<file path="src/rtl/prog_loader.sv">
// Program image loader: receives a length-prefixed, checksummed byte stream,
// writes it into CPU memory from address 0 and holds the CPU in reset until it verifies.
`timescale 1ns/1ps
module prog_loader #(
  parameter int DEPTH    = 32,
  parameter int ADDR_W   = 5,
  parameter int DATA_W   = 8,
  parameter int RST_HOLD = 4
) (
  input  logic              clk,
  input  logic              rst,
  input  logic              start,
  input  logic              in_valid,
  input  logic [DATA_W-1:0] in_data,
  output logic              in_ready,
  output logic [ADDR_W-1:0] mem_addr,
  output logic [DATA_W-1:0] mem_wdata,
  output logic              mem_wr,
  output logic              cpu_rst,
  output logic              busy,
  output logic              done,
  output logic              err,
  output logic [ADDR_W:0]   load_cnt
);

  typedef enum logic [2:0] {
    S_IDLE, S_HDR, S_DATA, S_CSUM, S_HOLD, S_RUN, S_ERROR
  } state_t;

  localparam logic [ADDR_W:0] CNT_ONE   = (ADDR_W+1)'(1);
  localparam logic [3:0]      HOLD_INIT = 4'(RST_HOLD);

  state_t            state;
  logic [ADDR_W:0]   len;
  logic [DATA_W-1:0] sum;
  logic [3:0]        hold_cnt;
  logic              hs;
  logic              bad_len;

  assign hs = in_valid & in_ready;

  // A zero-length image or one larger than the memory is rejected at the header.
  always_comb bad_len = (in_data == '0) || (int'(in_data) > DEPTH);

  // NOTE: every register here uses non-blocking assignment so all branches see pre-edge values.
  always_ff @(posedge clk or posedge rst) begin
    if (rst) begin
      state     <= S_IDLE;
      in_ready  <= 1'b0;
      mem_addr  <= '0;
      mem_wdata <= '0;
      mem_wr    <= 1'b0;
      cpu_rst   <= 1'b1;
      busy      <= 1'b0;
      done      <= 1'b0;
      err       <= 1'b0;
      load_cnt  <= '0;
      sum       <= '0;
      len       <= '0;
      hold_cnt  <= '0;
    end else begin
      mem_wr <= 1'b0;
      case (state)
        S_IDLE, S_RUN, S_ERROR: begin
          if (start) begin
            state    <= S_HDR;
            in_ready <= 1'b1;
            cpu_rst  <= 1'b1;
            busy     <= 1'b1;
            done     <= 1'b0;
            err      <= 1'b0;
            load_cnt <= '0;
            sum      <= '0;
          end
        end
        S_HDR: begin
          if (hs) begin
            if (bad_len) begin
              state    <= S_ERROR;
              in_ready <= 1'b0;
              busy     <= 1'b0;
              err      <= 1'b1;
            end else begin
              state <= S_DATA;
              len   <= in_data[ADDR_W:0];
            end
          end
        end
        S_DATA: begin
          if (hs) begin
            mem_addr  <= load_cnt[ADDR_W-1:0];
            mem_wdata <= in_data;
            mem_wr    <= 1'b1;
            sum       <= sum + in_data;
            load_cnt  <= load_cnt + CNT_ONE;
            if (load_cnt + CNT_ONE == len) state <= S_CSUM;
          end
        end
        S_CSUM: begin
          if (hs) begin
            in_ready <= 1'b0;
            if (in_data == sum) begin
              state    <= S_HOLD;
              hold_cnt <= HOLD_INIT;
            end else begin
              state <= S_ERROR;
              busy  <= 1'b0;
              err   <= 1'b1;
            end
          end
        end
        S_HOLD: begin
          // Release lands RST_HOLD edges after the checksum handshake.
          if (hold_cnt == 4'd1) begin
            state   <= S_RUN;
            busy    <= 1'b0;
            cpu_rst <= 1'b0;
            done    <= 1'b1;
          end else begin
            hold_cnt <= hold_cnt - 4'd1;
          end
        end
        default: state <= S_IDLE;
      endcase
    end
  end

endmodule

</file>
<file path="config.mk">
export PLATFORM = sky130hd
export DESIGN_NAME = prog_loader
export DESIGN_NICKNAME = d
export VERILOG_FILES = /design/src/rtl/prog_loader.sv
export SDC_FILE = /design/constraint.sdc
export NUM_CORES = 1
export LEC_CHECK = 0
export CAP_MARGIN = 20
export CORE_MARGIN = 10
export CORE_UTILIZATION = 45
export DETAILED_ROUTE_END_ITERATION = 12
export GPL_ROUTABILITY_DRIVEN = 0
export PLACE_DENSITY = 0.77
export SETUP_SLACK_MARGIN = 0.4
export SLEW_MARGIN = 20
export SYNTH_ARGS = -nofsm -noshare
export SYNTH_HDL_FRONTEND = slang
export SYNTH_SLANG_ARGS = --single-unit
export TNS_END_PERCENT = 100
</file>
<file path="constraint.sdc">
create_clock -name clk -period 3 [get_ports clk]
set_clock_uncertainty 0.2 [all_clocks]
set_input_delay 0.6 -clock clk [delete_from_list [all_inputs] [get_ports clk]]
set_output_delay 0.6 -clock clk [all_outputs]
set_load 0.03 [all_outputs]
</file>
# [After elaboration in Yosys (flattened, before gate mapping)]
# Index checks and enable logic that the tools add are counted.
[word_totals] ff_bits=46 in_bits=12 out_inout_bits=25 wordCells=95
[classes] add_sub_neg=3 n_lt_le_gt_ge=1 n_eq_ne=19 muxes=39 bitwise_logic=2 reduce_logical=18
[ops] op="two-way mux 3 bit" count=7
[ops] op="!= test 2 bit (second input constant)" count=10
[ops] op="two-way mux 8 bit" count=2
[ops] op="case mux 8 bit (2 select lines)" count=1
[ops] op="two-way mux 1 bit" count=15
[ops] op="case mux 3 bit (5 select lines)" count=1
[ops] op="two-way mux 4 bit" count=3
[ops] op="two-way mux 6 bit" count=2
[ops] op="case mux 6 bit (2 select lines)" count=1
[ops] op="AND reduction 6 bit" count=2
[ops] op="== test 3 bit (second input constant)" count=3
[ops] op="AND reduction 3 bit" count=3
[ops] op="adder 8 bit" count=1
[ops] op="== test 8 bit" count=1
[ops] op="greater-than comparator 8 x 6 -> 1 bit (second input constant)" count=1
[ops] op="zero test 8 bit" count=1
[ops] op="case mux 4 bit (2 select lines)" count=1
[ops] op="AND reduction 7 bit" count=1
[ops] op="adder 6 x 1 -> 6 bit (second input constant)" count=1
[ops] op="== test 3 x 2 -> 1 bit (second input constant)" count=2
[ops] op="== test 6 bit" count=1
[ops] op="case mux 1 bit (3 select lines)" count=2
[ops] op="nonzero test 2 bit" count=3
[ops] op="AND reduction 5 bit" count=1
[ops] op="15 further kinds" count=16

# [Depth between registers and ports, before layout]
[logic_depth] word_depth=5 ltp_mapped=7 mapped_depth_nobuf=7

# [Least setup slack after synthesis]
# No wires, ideal clock.
[synth_path] path_kind="input port to flip-flop" start="input port in_data[2]" end="register hold_cnt[1]" setup_time_ps=125 arrival_ps=2014 path_slack_ps=661 stages=6 path_cell_list="ha_1 -> nor4b_1 -> and4_1 -> nor2b_1 -> o21ai_2 -> mux2_4"
[synth_via] elab_chain_len=3
[synth_lines] item="start: declaration" line_no="14" source="input logic [DATA_W-1:0] in_data,"
[synth_lines] item="== test 8 bit" line_no="102" source="if (in_data == sum) begin"
[synth_lines] item="!= test 2 bit (no line)"
[synth_lines] item="AND reduction 4 bit (no line)"
[synth_lines] item="end signal: assignment" line_no="120" source="hold_cnt <= hold_cnt - 4'd1;"
[synth_lines] item="end: declaration" line_no="36" source="logic [3:0] hold_cnt;"
# Every way passes these cells.
# A chain may end at the register's enable or synchronous reset.

# [Worst setup path after layout]
[layout_path] start="input port in_data[3]" end="register sum[7]"
[layout_via] elab_chain_len=3
[layout_lines] item="adder 8 bit" line_no="94" source="sum <= sum + in_data;"
[layout_lines] item="two-way mux 8 bit" line_no="90" source="if (hs) begin"
[layout_lines] item="case mux 8 bit (2 select lines)" line_no="63" source="case (state)"
[layout_lines] item="end signal: assignment" line_no="94"
[layout_lines] item="end: declaration" line_no="35" source="logic [DATA_W-1:0] sum;"
# Every way passes these cells. The select of a mux whose other input is x is not followed.

==> impl_metrics.toml <==
[pwr]
powerDensity_nw_per_um2 = 337
seq_power_share = 0.567
p_leak_nw = 1.52
clockPowerShare = 0.360
vdd_drop_max_uv = 221
p_sw_w = 0.000270
pwr-share-comb = 0.073
p_int_w = 0.000826
sw_frac_of_total = 0.246

[worst_setup_path]
required_ns = 2.99
path_class = "input port to flip-flop"
start_kind = "input port"
critical_path_arrival_ns = 2.55
endpoint_kind = "flip-flop"
crit_fanout = 3

[synthesis]
synth_cells = 269
synth_nets = 292
synth_cell_types = 56
async_flop_share = 1.00
synth_top_area_frac = 0.437
synth.area.top_cells = "dfrtp_1 44%, nand2_1 8.0%, ha_1 4.9%"
synth-edff-count = 0
ys_ff_latch = 46
postSynthAreaPerCell_sq_um = 9.59
synth_area_sq_um = 2580
ys.flop_type = "dfrtp_1"
synth_top_cell_by_area = "dfrtp_1"
seq_area_frac_synth = 0.447
yosys_warnings = 0

[run]
cap_violations = 0

[detailed_routing]
via_per_inst = 5.42
drt_iter0_markers = 73
route.met3.wl_microns = 330
drcViolationCount = 0
dr_wl_met2_mm = 3.07
drtAntennaViolNets = 0
routedLengthMet1_mm = 2.46
wl_per_cell_microns = 15.1
num_vias = 2108
finalWirelength_mm = 5.89
top_layer = "met4"
drt_first_pass_iters = 4

[floorplanning]
die_area_sq_um = 9160
start_util = 0.465
dieHeight_microns = 95.7
core_region_area_sq_um = 5540
io-pin-count = 37
die_x_microns = 95.7
num_rows = 27

[cells_and_area]
final_common_cell = "nand2_1"
area_growth_pct = 26.0
fin_nets = 339
final_cell_mix = "55 x nand2_1, 45 x dfrtp_1, 36 x clkdlybuf4s50_1"
antennaDiodeCount = 0
drive_gt1_frac = 0.139

[placement]
io_buffers = 36
dp_slack_ns = 0.0697
hpwl_mm = 4.41

[sta]
layout_setup_ws_ns = 0.444
fmax_mhz = 391
hold_ws_ns = 0.280
slew_headroom = 0.561
totalNegativeSetupSlack_ns = 0
fin_crit_sh = 0.852
hold_viol_final = 0
slew_violations = 0
worst_pin_slew_ns = 0.659
min_period_ns = 2.56
final-setup-viol-count = 0
rsz0062_at_grt = "yes"

[clocking]
cts-buffers-inserted = 5
insertion_delay_ns = 0.30
numClockSinks = 46
clockBufferDepth = 2
htreeDepth = 2
holdBufCountCts = 0
cts_root_buf = "clkbuf_8"
cts_tree = "yes"
clk_pin_slew_ns = 0.09

[status]
status = "completed"

[grt]
grt_pass1_vias = 2004
grt_pass1_wl_mm = 9.65
overflow = 0
grt_max_degree = 27
grt_usage = 0.131
antenna_found_initial = 0

[min_path]
hp-class = "flip-flop to flip-flop"
## power by group through the flow
stage | Clock (W) | Sequential [W] | Combinational, W
2_1_floorplan | 0 | 0.000633 | 0.0000332
3_3_place_gp | 0 | 0.000633 | 0.0000759
3_5_place_dp | 0 | 0.000633 | 0.0000760
4_1_cts | 0.000408 | 0.000621 | 0.0000765
5_1_grt | 0.000439 | 0.000621 | 0.0000884
6_report | 0.000395 | 0.000621 | 0.0000800
## cell usage after synthesis (all sizes together) (5+ instances only)
cell	number
ha	10
xnor2	9
a21oi	8
nand2	55
nor3	8
a21o	5
buf	5
nor2b	5
mux2	8
nor2	10
inv	14
o21ai	20
dfrtp	45
## state kept, by name (all words and copies together) (netlist names)
register   cells
busy           1
cpu_rst        1
done           1
err            1
hold_cnt       4
in_ready       1
len            6
load_cnt       6
mem_addr       5
mem_wdata      8
mem_wr         1
state          3
sum            8
## worst max-delay path, stage by stage
cell and delay [ns]:
clkdlybuf4s50_1 0.46, ha_1 0.34, buf_4 0.14, o211a_1 0.17, nand2_1 0.08, a221o_1 0.31, and4_1 0.19, a211o_1 0.26
## cell type report
| cell class | instances | area (sq um) |
|---|---|---|
| fillers | 482 | 2290 |
| repair buffers | 49 | 470 |
| flip-flops and latches | 46 | 1150 |
| well taps | 72 | 90.1 |
| clock buffers | 5 | 68.8 |
| multi-input cells | 199 | 1390 |
| inverters | 15 | 56.3 |
| clock inverters | 3 | 25.0 |
## cell families after synthesis
logic type / Yosys count / share of synthesized area
DFF: 46 / 0.447
xor gates and xnor gates: 13 / 0.0442
adders and majority gates: 11 / 0.0563
buffers and inverters: 24 / 0.0369
muxes: 8 / 0.0451
AOI/OAI and AO/OA: 64 / 0.181
and+or+nand+nor: 103 / 0.189
## layer usage
layer,vias up,global-route usage
met4,0,0.0467
li1,1031,-
met1,1026,0.160
met5,-,0
met2,49,0.221
met3,2,0.0304
## what timing repair did
item / in CTS / in global routing
endpoints found under the setup margin: 0 / 12
setup buffers: 0 / 1
gates resized for setup: 0 / 7
endpoints found under the hold margin: 0 / 0
## final timing paths
path / cells after the start / slack, ns / from / endpoint
max: 8 / 0.44 / in_data[3] / sum[7]
min: 1 / 0.28 / busy / busy
max reg2reg: 4 / 0.75 / state[2] / hold_cnt[1]
min reg2reg: 1 / 0.28 / busy / busy
max in group asynchronous: 3 / 1.68 / rst / sum[3]
min in group asynchronous: 2 / 0.43 / rst / hold_cnt[3]
## metrics by stage
stage / util / cell area [sq um] / total power, W / std cells
floorplan: - / 2580 / 0.000666 / 269
global placement: 0.558 / 3090 / 0.000709 / 380
detailed placement: 0.558 / 3090 / 0.000709 / 380
CTS: 0.575 / 3190 / 0.00110 / 388
global route: 0.586 / 3250 / 0.00115 / 389
finish: 0.586 / 3250 / 0.00110 / 389
Power figures use the tool's default switching activity.
